**src/rtl/mem_access_unit_pkg.sv**
```systemverilog
// Shared encodings and helpers for the memory access stage.
package mem_access_unit_pkg;

  typedef enum logic [1:0] {
    SIZE_B = 2'b00,
    SIZE_H = 2'b01,
    SIZE_W = 2'b10,
    SIZE_D = 2'b11
  } size_e;

  typedef enum logic [1:0] {
    FC_NONE     = 2'b00,
    FC_MISALIGN = 2'b01,
    FC_BUS      = 2'b10,
    FC_TIMEOUT  = 2'b11
  } fault_e;

  typedef enum logic [1:0] {
    ST_IDLE  = 2'b00,
    ST_REQ   = 2'b01,
    ST_DONE  = 2'b10,
    ST_FAULT = 2'b11
  } state_e;

  function automatic logic [7:0] size_mask(size_e s);
    logic [7:0] m;
    m = 8'h01;
    unique case (s)
      SIZE_B: m = 8'h01;
      SIZE_H: m = 8'h03;
      SIZE_W: m = 8'h0F;
      SIZE_D: m = 8'hFF;
    endcase
    return m;
  endfunction

  function automatic logic misaligned(logic [2:0] off, size_e s);
    logic bad;
    bad = 1'b0;
    unique case (s)
      SIZE_B: bad = 1'b0;
      SIZE_H: bad = off[0];
      SIZE_W: bad = |off[1:0];
      SIZE_D: bad = |off;
    endcase
    return bad;
  endfunction

endpackage

```
**src/rtl/mem_access_unit_load_extend.sv**
```systemverilog
// Right-aligns a load from its byte lane and zero/sign-extends it by size.
module mem_access_unit_load_extend
  import mem_access_unit_pkg::*;
#(
  parameter int unsigned WORD_W = 64
) (
  input  logic [WORD_W-1:0] data_i,
  input  logic [2:0]        off_i,
  input  logic [1:0]        size_i,
  input  logic              sign_ext_i,
  output logic [WORD_W-1:0] data_o
);

  logic [WORD_W-1:0] sh;

  assign sh = data_i >> {off_i, 3'b000};

  always_comb begin
    data_o = sh;
    unique case (size_e'(size_i))
      SIZE_B: data_o = {{(WORD_W-8){sign_ext_i & sh[7]}}, sh[7:0]};
      SIZE_H: data_o = {{(WORD_W-16){sign_ext_i & sh[15]}}, sh[15:0]};
      SIZE_W: data_o = {{(WORD_W-32){sign_ext_i & sh[31]}}, sh[31:0]};
      SIZE_D: data_o = sh;
    endcase
  end

endmodule

```
**src/rtl/mem_access_unit.sv**
```systemverilog
// Memory stage: one load/store per request over a req/ack bus, with lane
// steering, byte enables, load extension and core stall control.
module mem_access_unit
  import mem_access_unit_pkg::*;
#(
  parameter int unsigned TIMEOUT_CYCLES = 64,
  parameter int unsigned WORD_W         = 64
) (
  input  logic              clk,
  input  logic              reset,
  input  logic              start,
  input  logic              mem_read,
  input  logic              mem_write,
  input  logic [1:0]        size,
  input  logic              sign_ext,
  input  logic [WORD_W-1:0] address,
  input  logic [WORD_W-1:0] write_data,
  output logic [WORD_W-1:0] read_data,
  output logic              done,
  output logic              fault,
  output logic [1:0]        fault_code,
  output logic              stall,
  output logic              bus_req,
  output logic              bus_we,
  output logic [WORD_W-1:0] bus_addr,
  output logic [WORD_W-1:0] bus_wdata,
  output logic [7:0]        bus_wstrb,
  input  logic [WORD_W-1:0] bus_rdata,
  input  logic              bus_ack,
  input  logic              bus_err
);

  localparam int unsigned CNT_W = (TIMEOUT_CYCLES > 1) ? $clog2(TIMEOUT_CYCLES) : 1;

  state_e              state_q, state_d;
  logic [CNT_W-1:0]    cnt_q, cnt_d;
  logic [WORD_W-1:0]   rdata_q, rdata_d;
  fault_e              fcode_q, fcode_d;
  logic                capture;

  logic [WORD_W-1:0]   addr_q;
  logic [WORD_W-1:0]   wdata_q;
  size_e               size_q;
  logic                sext_q;
  logic                rd_q;
  logic                wr_q;

  logic [WORD_W-1:0]   ext_data;
  logic [2:0]          off;
  logic                in_req;

  assign off    = addr_q[2:0];
  assign in_req = (state_q == ST_REQ);

  mem_access_unit_load_extend #(
    .WORD_W (WORD_W)
  ) u_load_extend (
    .data_i     (bus_rdata),
    .off_i      (off),
    .size_i     (size_q),
    .sign_ext_i (sext_q),
    .data_o     (ext_data)
  );

  always_comb begin
    state_d = state_q;
    cnt_d   = cnt_q;
    rdata_d = rdata_q;
    fcode_d = fcode_q;
    capture = 1'b0;
    unique case (state_q)
      ST_IDLE: begin
        if (start) begin
          capture = 1'b1;
          if (mem_read && mem_write) begin
            state_d = ST_FAULT;
            fcode_d = FC_TIMEOUT;
          end else if (!mem_read && !mem_write) begin
            state_d = ST_DONE;
          end else if (misaligned(address[2:0], size_e'(size))) begin
            state_d = ST_FAULT;
            fcode_d = FC_MISALIGN;
          end else begin
            state_d = ST_REQ;
            cnt_d   = '0;
          end
        end
      end
      ST_REQ: begin
        // An ack in the final timeout cycle takes priority over the timeout.
        if (bus_ack) begin
          if (bus_err) begin
            state_d = ST_FAULT;
            fcode_d = FC_BUS;
          end else begin
            state_d = ST_DONE;
            if (rd_q) rdata_d = ext_data;
          end
        end else if ((TIMEOUT_CYCLES != 0) && (cnt_q == CNT_W'(TIMEOUT_CYCLES - 1))) begin
          state_d = ST_FAULT;
          fcode_d = FC_TIMEOUT;
        end else begin
          cnt_d = cnt_q + CNT_W'(1);
        end
      end
      ST_DONE:  state_d = ST_IDLE;
      ST_FAULT: state_d = ST_IDLE;
    endcase
  end

  always_ff @(posedge clk or negedge reset) begin
    if (!reset) begin
      state_q <= ST_IDLE;
      cnt_q   <= '0;
      rdata_q <= '0;
      fcode_q <= FC_NONE;
    end else begin
      state_q <= state_d;
      cnt_q   <= cnt_d;
      rdata_q <= rdata_d;
      fcode_q <= fcode_d;
    end
  end

  always_ff @(posedge clk or negedge reset) begin
    if (!reset) begin
      addr_q  <= '0;
      wdata_q <= '0;
      size_q  <= SIZE_B;
      sext_q  <= 1'b0;
      rd_q    <= 1'b0;
      wr_q    <= 1'b0;
    end else if (capture) begin
      addr_q  <= address;
      wdata_q <= write_data;
      size_q  <= size_e'(size);
      sext_q  <= sign_ext;
      rd_q    <= mem_read;
      wr_q    <= mem_write;
    end
  end

  assign read_data  = rdata_q;
  assign fault_code = fcode_q;
  assign done       = (state_q == ST_DONE);
  assign fault      = (state_q == ST_FAULT);
  assign stall      = in_req | ((state_q == ST_IDLE) & start & (mem_read | mem_write));

  // Bus fields are forced to zero outside REQ so idle and reset look identical.
  assign bus_req   = in_req;
  assign bus_we    = in_req & wr_q;
  assign bus_addr  = in_req ? {addr_q[WORD_W-1:3], 3'b000} : '0;
  assign bus_wdata = in_req ? (wdata_q << {off, 3'b000}) : '0;
  assign bus_wstrb = in_req ? (size_mask(size_q) << off) : '0;

endmodule

```
**config.mk**
```make
export PLATFORM = sky130hd
export DESIGN_NAME = mem_access_unit
export DESIGN_NICKNAME = d
export VERILOG_FILES = /design/src/rtl/mem_access_unit_pkg.sv /design/src/rtl/mem_access_unit_load_extend.sv /design/src/rtl/mem_access_unit.sv
export SDC_FILE = /design/constraint.sdc
export NUM_CORES = 1
export LEC_CHECK = 0
export ABC_AREA = 1
export BUFFER_PORTS_ARGS = -buffer_cell sky130_fd_sc_hd__buf_4
export CAP_MARGIN = 20
export CELL_PAD_IN_SITES_DETAIL_PLACEMENT = 0
export CELL_PAD_IN_SITES_GLOBAL_PLACEMENT = 1
export CORE_UTILIZATION = 38
export CTS_CLUSTER_SIZE = 28
export DETAILED_ROUTE_END_ITERATION = 16
export PLACE_DENSITY = 0.87
export SLEW_MARGIN = 10
export SYNTH_ARGS = -nofsm -noshare
export SYNTH_HDL_FRONTEND = slang
export SYNTH_SLANG_ARGS = --single-unit
```
**constraint.sdc**
```tcl
create_clock -name clk -period 5.78 [get_ports clk]
set_clock_uncertainty 0.15 [all_clocks]
set_input_delay 0.289 -clock clk [delete_from_list [all_inputs] [get_ports clk]]
set_output_delay 0.289 -clock clk [all_outputs]
set_load 0.02 [all_outputs]
```
==> results of run 1 <==
flip-flops by register name (all words and copies together) (netlist names):
register / cells
rd_q: 1
cnt_q: 6
read_data: 64
state_q: 2
fault_code: 2
addr_q: 64
sext_q: 1
wr_q: 1
wdata_q: 64
size_q: 2
cells by family (layout without fill, tap and decap cells):
kind of cell,Yosys count,count (layout),share of synthesized area
compound gates,262,262,0.1166
mux,17,17,0.01399
other cells,1,6,0.0003083
fa+ha+maj,1,1,0.001028
flops,207,207,0.4258
simple gates,1058,1058,0.3499
xor+xnor,3,3,0.002160
buf+inv,264,739,0.09010
synthesized netlist by cell type (all sizes together), types with 11 or more instances:
cell type,n,area [um2]
o21ai,184,920.9
inv,135,506.7
o211ai,19,142.6
nor2,262,993.5
a22oi,11,82.58
or2,13,81.33
a21oi,28,140.1
nand3,155,775.7
clkbuf,51,191.4
buf,77,394.1
mux2i,17,170.2
dfrtp,207,5180
nand2,617,2318
metal layers:
| metal | share of wire | global-route usage | routed length [um] | up-vias |
|---|---|---|---|---|
| li1 | - | - | - | 6650 |
| met1 | 0.39 | 0.3439 | 18940 | 6492 |
| met2 | 0.49 | 0.5072 | 23760 | 581 |
| met3 | 0.068 | 0.05483 | 3290 | 130 |
| met4 | 0.051 | 0.1463 | 2474 | 0 |
| met5 | 0 | 0 | 0 | - |
stage by stage:
stage / std cells / worst slack [ns] / hold slack, ns / area, um2 / utilization
6_report: 2695 / 2.076 / 0.01880 / 17600 / 0.5578
5_1_grt: 2695 / 1.852 / 0.04853 / 17600 / 0.5578
4_1_cts: 2690 / 2.083 / 0.003141 / 17540 / 0.5558
3_5_place_dp: 2508 / 2.237 / 0.3192 / 15290 / 0.4845
3_3_place_gp: 2507 / 2.303 / 0.3095 / 15260 / 0.4837
2_1_floorplan: 1815 / 3.446 / -0.1566 / 12170 / -
power groups by stage:
stage	clock, mW	combinational, mW	sequential (mW)
6_report	1.68	5.32	2.64
5_1_grt	1.77	5.84	2.72
4_1_cts	1.72	5.27	2.63
3_5_place_dp	0	5.18	2.65
3_3_place_gp	0	5.12	2.64
2_1_floorplan	0	3.17	2.68
worst min-delay path, stage by stage:
cell,delay (ns)
buf_4,0.11
nand2_1,0.05
nand3_1,0.06
nand3_1,0.08
a31oi_1,0.07
layout make-up:
class | count | area share
antenna | 3 | 0.0004265
inverter | 136 | 0.02943
timing repair buffer | 559 | 0.2619
sequential | 207 | 0.2946
clock inverter | 14 | 0.01038
tap | 402 | 0.02858
clock buffer | 30 | 0.03889
multi-input combinational | 1344 | 0.3358
worst paths after layout:
check / startpoint / endpoint / slack (ns)
setup reg to reg: addr_q[0] / read_data[57] / 2.22
max in group asynchronous: reset / addr_q[0] / 3.88
min in group asynchronous: reset / read_data[8] / 0.31
hold reg to reg: wdata_q[61] / wdata_q[61] / 0.33
hold / removal: bus_rdata[2] / read_data[2] / 0.02
setup / recovery: addr_q[2] / bus_wdata[2] / 2.08
==> impl_metrics.tcl, run 1 <==
set metrics [dict create \
    outcome "completed" \
    p_int_mw 5.005 \
    power_frac_clock 0.174 \
    power_leakage_nw 9.188 \
    worstPathRequired_ns 5.34 \
    overflow 0 \
    path_cells "buf_4 > nor2_2 > buf_4 > inv_1 > nor2_1 > inv_1 > nor2_1 > buf_4" \
    powerDensity_nw_per_um2 548.2 \
    max_slew_margin 0.3121 \
    ir_worst_vdd_mv 0.2654 \
    grt_pass1_vias 13720 \
    hpwl_mm 34.01 \
    nFillCells 3036 \
    ys_async_sr_fraction 1.000 \
    ys_ff_latch 207 \
    max_freq_ghz 0.2700 \
    p_switching_mw 4.644 \
    arrival_ns 3.26 \
    cts_tree "built" \
    critical_path.startpoint_type "flip-flop" \
    cts-root-buf "clkbuf_16" \
    synth.distinct_cells 37 \
    routed_wl_mm 48.46 \
    setup_viol 0 \
    coreArea_um2 31560 \
    regArea_um2 5185 \
    dieArea_um2 32730 \
    critical_path_depth 8 \
    postCtsHoldBufs 138 \
    min_period_ns 3.704 \
    pwr-share-seq 0.274 \
    gp_congestion 0.9128 \
    hold_violations 0 \
    io-pin-count 409 \
    yosys_most_used_dff "dfrtp_1" \
    cp_top_family "buffers and inverters" \
    routed_via_density 5.140 \
    syn_area_per_cell_um2 6.709 \
    grt_use_total 0.2918 \
    syn_to_final_growth_pct 44.69 \
    io_buffers 405 \
    clkLatencyLatePin_ns 0.54 \
    swShare 0.4813 \
    clock-sinks 207 \
    critical_path_buf_inv_count 5 \
    path_max_fanout 39 \
    reg2reg_depth 9 \
    mostFrequentLayoutCells "nand2_1 (614), buf_4 (417), nor2_1 (258)" \
    pwr-share-comb 0.552 \
    initial_core_util 0.3855 \
    crit_slowest_cell "inv_1" \
    max_stage_delay_ns 0.55 \
    fp.dieW_um 180.9 \
    layout_commonest_cell "nand2_1" \
    nNetsFinal 2476 \
    p_total_mw 9.649 \
    h-tree-depth 1 \
    die_y_um 180.9 \
    antenna_found_initial 3 \
    synth-seq-area-share 0.4258 \
    cts_resized 0 \
    drc 0 \
    final_layout_size_suffix_gt1_frac 0.2157 \
    clkTransAtPathRegs_ns 0.06 \
    multi_input_area_um2 5911 \
    rows 65 \
    routedWlPerCell_um 17.98 \
    grt_max_degree 156 \
    rsz0062_at_grt "false" \
    yosysWarnings 0 \
    hold_path_class "in2reg" \
    syn_inst 1813 \
    crit_top_cell "buf_4" \
    numCtsBuffers 25 \
    maxSlewViolCount 0 \
    period_share 0.6408 \
    syn_area_um2 12160 \
    drt_pass1_iterations 5 \
    ctsLongestPathBuffers 3 \
    setup_tns_ns 0 \
    crit_type "reg2out" \
    first_iter_violations 934 \
    post_cts_buffers 0 \
    end_kind "primary output" \
    num_vias 13850 \
    drtAntennaViolNets 0 \
    hold_depth 5 \
    cap_viol_max_count 0 \
    grt_pass1_wl_mm 75.02 \
    worstMarginPinSlew_ns 1.031 \
    synth_edf_count 0 \
]
(Power assumes the default switching activity.)
==> run 2, diff against run 1 <==
--- a/config.mk
+++ b/config.mk
@@ -10,10 +10,10 @@
 export CAP_MARGIN = 20
 export CELL_PAD_IN_SITES_DETAIL_PLACEMENT = 0
 export CELL_PAD_IN_SITES_GLOBAL_PLACEMENT = 1
-export CORE_UTILIZATION = 38
+export CORE_UTILIZATION = 35
 export CTS_CLUSTER_SIZE = 28
 export DETAILED_ROUTE_END_ITERATION = 16
-export PLACE_DENSITY = 0.87
+export PLACE_DENSITY = 0.81
 export SLEW_MARGIN = 10
 export SYNTH_ARGS = -nofsm -noshare
 export SYNTH_HDL_FRONTEND = slang
==> constraint.sdc (replaced) <==
create_clock -name clk -period 3.65 [get_ports clk]
set_clock_uncertainty 0.15 [all_clocks]
set_input_delay 0.1825 -clock clk [delete_from_list [all_inputs] [get_ports clk]]
set_output_delay 0.1825 -clock clk [all_outputs]
set_load 0.02 [all_outputs]
==> run 2 against run 1 <==
Die area up 8.5%. Critical path depth down 2. Core utilization down 2.7 points. Routed wire length up 5.7%. First-iteration DRC count up 14%. Clock power up 46%. Flip-flop and latch count unchanged. Critical path type unchanged.
==> impl_metrics.tcl, run 2 (synthesis results as in run 1) <==
set metrics [dict create \
    max_stage_delay_ns 0.64 \
    p_switching_mw 7.412 \
    final_layout_size_suffix_gt1_frac 0.2129 \
    coreArea_um2 33870 \
    syn_to_final_growth_pct 47.70 \
    fp.dieW_um 188.4 \
    critical_path_depth 6 \
    max_freq_ghz 0.2989 \
    cts_tree "built" \
    critical_path.startpoint_type "flip-flop" \
    antenna_found_initial 4 \
    path_max_fanout 52 \
    arrival_ns 3.01 \
    setup_ws_ns 0.3049 \
    nNetsFinal 2520 \
    maxSlewViolCount 0 \
    routedWlPerCell_um 18.39 \
    grt_max_degree 88 \
    crit_top_cell "o21ai_0" \
    routed_via_density 4.998 \
    drtAntennaViolNets 0 \
    rsz0062_at_grt "false" \
    max_slew_margin 0.4881 \
    cts-root-buf "clkbuf_16" \
    critical_path_buf_inv_count 3 \
    outcome "completed" \
    min_period_ns 3.345 \
    nFillCells 3424 \
    powerDensity_nw_per_um2 852.0 \
    reg2reg_depth 8 \
    clock-sinks 207 \
    numCtsBuffers 24 \
    postCtsHoldBufs 174 \
    io-pin-count 409 \
    power_leakage_nw 9.320 \
    cap_viol_max_count 0 \
    clkLatencyLatePin_ns 0.53 \
    hold_depth 7 \
    period_share 0.9165 \
    end_kind "primary output" \
    cp_top_family "buffers and inverters" \
    cts_resized 0 \
    ctsLongestPathBuffers 3 \
    gp_congestion 0.9400 \
    p_int_mw 7.895 \
    drt_pass1_iterations 5 \
    grt_pass1_wl_mm 78.47 \
    setup_viol 0 \
    drc 0 \
    worstMarginPinSlew_ns 0.7679 \
    hold_violations 0 \
    mostFrequentLayoutCells "nand2_1 (614), buf_4 (427), nor2_1 (258)" \
    hold_path_class "in2reg" \
    grt_pass1_vias 13970 \
    pwr-share-comb 0.570 \
    pwr-share-seq 0.269 \
    crit_type "reg2out" \
    post_cts_buffers 0 \
    grt_use_total 0.2826 \
    dieArea_um2 35500 \
    path_cells "inv_2 > buf_4 > o21ai_0 > o21ai_0 > o21ai_0 > buf_4" \
    routed_wl_mm 51.22 \
    clkTransAtPathRegs_ns 0.07 \
    swShare 0.4842 \
    ir_worst_vdd_mv 0.4687 \
    overflow 0 \
    die_y_um 188.4 \
    dp_slack_ns 0.8719 \
    hpwl_mm 36.55 \
    setup_tns_ns 0 \
    rows 67 \
    layout_commonest_cell "nand2_1" \
    initial_core_util 0.3592 \
    crit_slowest_cell "dfrtp_4" \
    h-tree-depth 1 \
    num_vias 13920 \
    io_buffers 405 \
    power_frac_clock 0.161 \
    first_iter_violations 1064 \
    worstPathRequired_ns 3.32 \
]
run 2: cell types whose count changed in the layout (fill, tap and decap cells not counted), sizes merged:
cell         previous run  this run
buf                   421       429
bufinv                  4         2
clkbuf                 30        34
clkinvlp                2         1
dlygate4sd3           138       174
inv                   136       135
run 2: power groups by stage:
stage / combinational [mW] / clock [mW] / sequential (mW)
after global placement: 8.35 / 0 / 4.11
after global routing: 9.54 / 2.61 / 4.24
final: 8.72 / 2.46 / 4.12
after floorplan: 5.01 / 0 / 4.25
after detailed placement: 8.39 / 0 / 4.14
after CTS: 8.71 / 2.52 / 4.11
run 2: routing by layer:
layer	up-vias	routed length, um	global-route usage	share of wire
li1	6744	-	-	-
met1	6535	20640	0.3486	0.40
met2	535	25290	0.4945	0.49
met3	103	3153	0.04060	0.062
met4	2	2131	0.1135	0.042
met5	-	13	0	0.00025
run 2: worst paths after layout:
path	endpoint	slack [ns]	start
worst max-delay path	bus_wdata[62]	0.30	addr_q[0]
worst min-delay path	read_data[22]	0.03	bus_rdata[38]
worst max register to register	read_data[2]	0.36	addr_q[0]
worst min register to register	read_data[4]	0.33	read_data[4]
max in group asynchronous	wdata_q[31]	2.22	reset
min in group asynchronous	read_data[4]	0.12	reset
run 2: worst reg2reg max path: cells and delay by family, from the launching register on:
family / cells / cell delay (ns)
buffers and inverters: 4 / 1.96
flip-flops: 1 / 0.64
AND/OR/NAND/NOR: 3 / 0.30
AO/OA/AOI/OAI: 1 / 0.17
run 2: cell type report:
| cell class | instances | area [um2] | area share |
|---|---|---|---|
| diodes | 3 | 7.507 | 0.0004179 |
| clock buffers | 33 | 685.7 | 0.03816 |
| clock inverters | 10 | 102.6 | 0.005711 |
| inverters | 136 | 518.0 | 0.02883 |
| multi-input cells | 1344 | 5906 | 0.3287 |
| flip-flops and latches | 207 | 5185 | 0.2886 |
| well taps | 448 | 560.5 | 0.03120 |
| repair buffers | 604 | 5001 | 0.2784 |
run 2: per-stage QoR:
step / area (um2) / power, mW / hold slack (ns) / instances / utilization
after floorplan: 12170 / 9.259 / -0.2631 / 1815 / -
after global placement: 15430 / 12.46 / 0.1473 / 2565 / 0.4556
after detailed placement: 15430 / 12.53 / 0.1475 / 2565 / 0.4556
after CTS: 17960 / 15.34 / 0.003940 / 2782 / 0.5303
after global routing: 17970 / 16.38 / 0.05611 / 2785 / 0.5305
final: 17970 / 15.31 / 0.02517 / 2785 / 0.5305
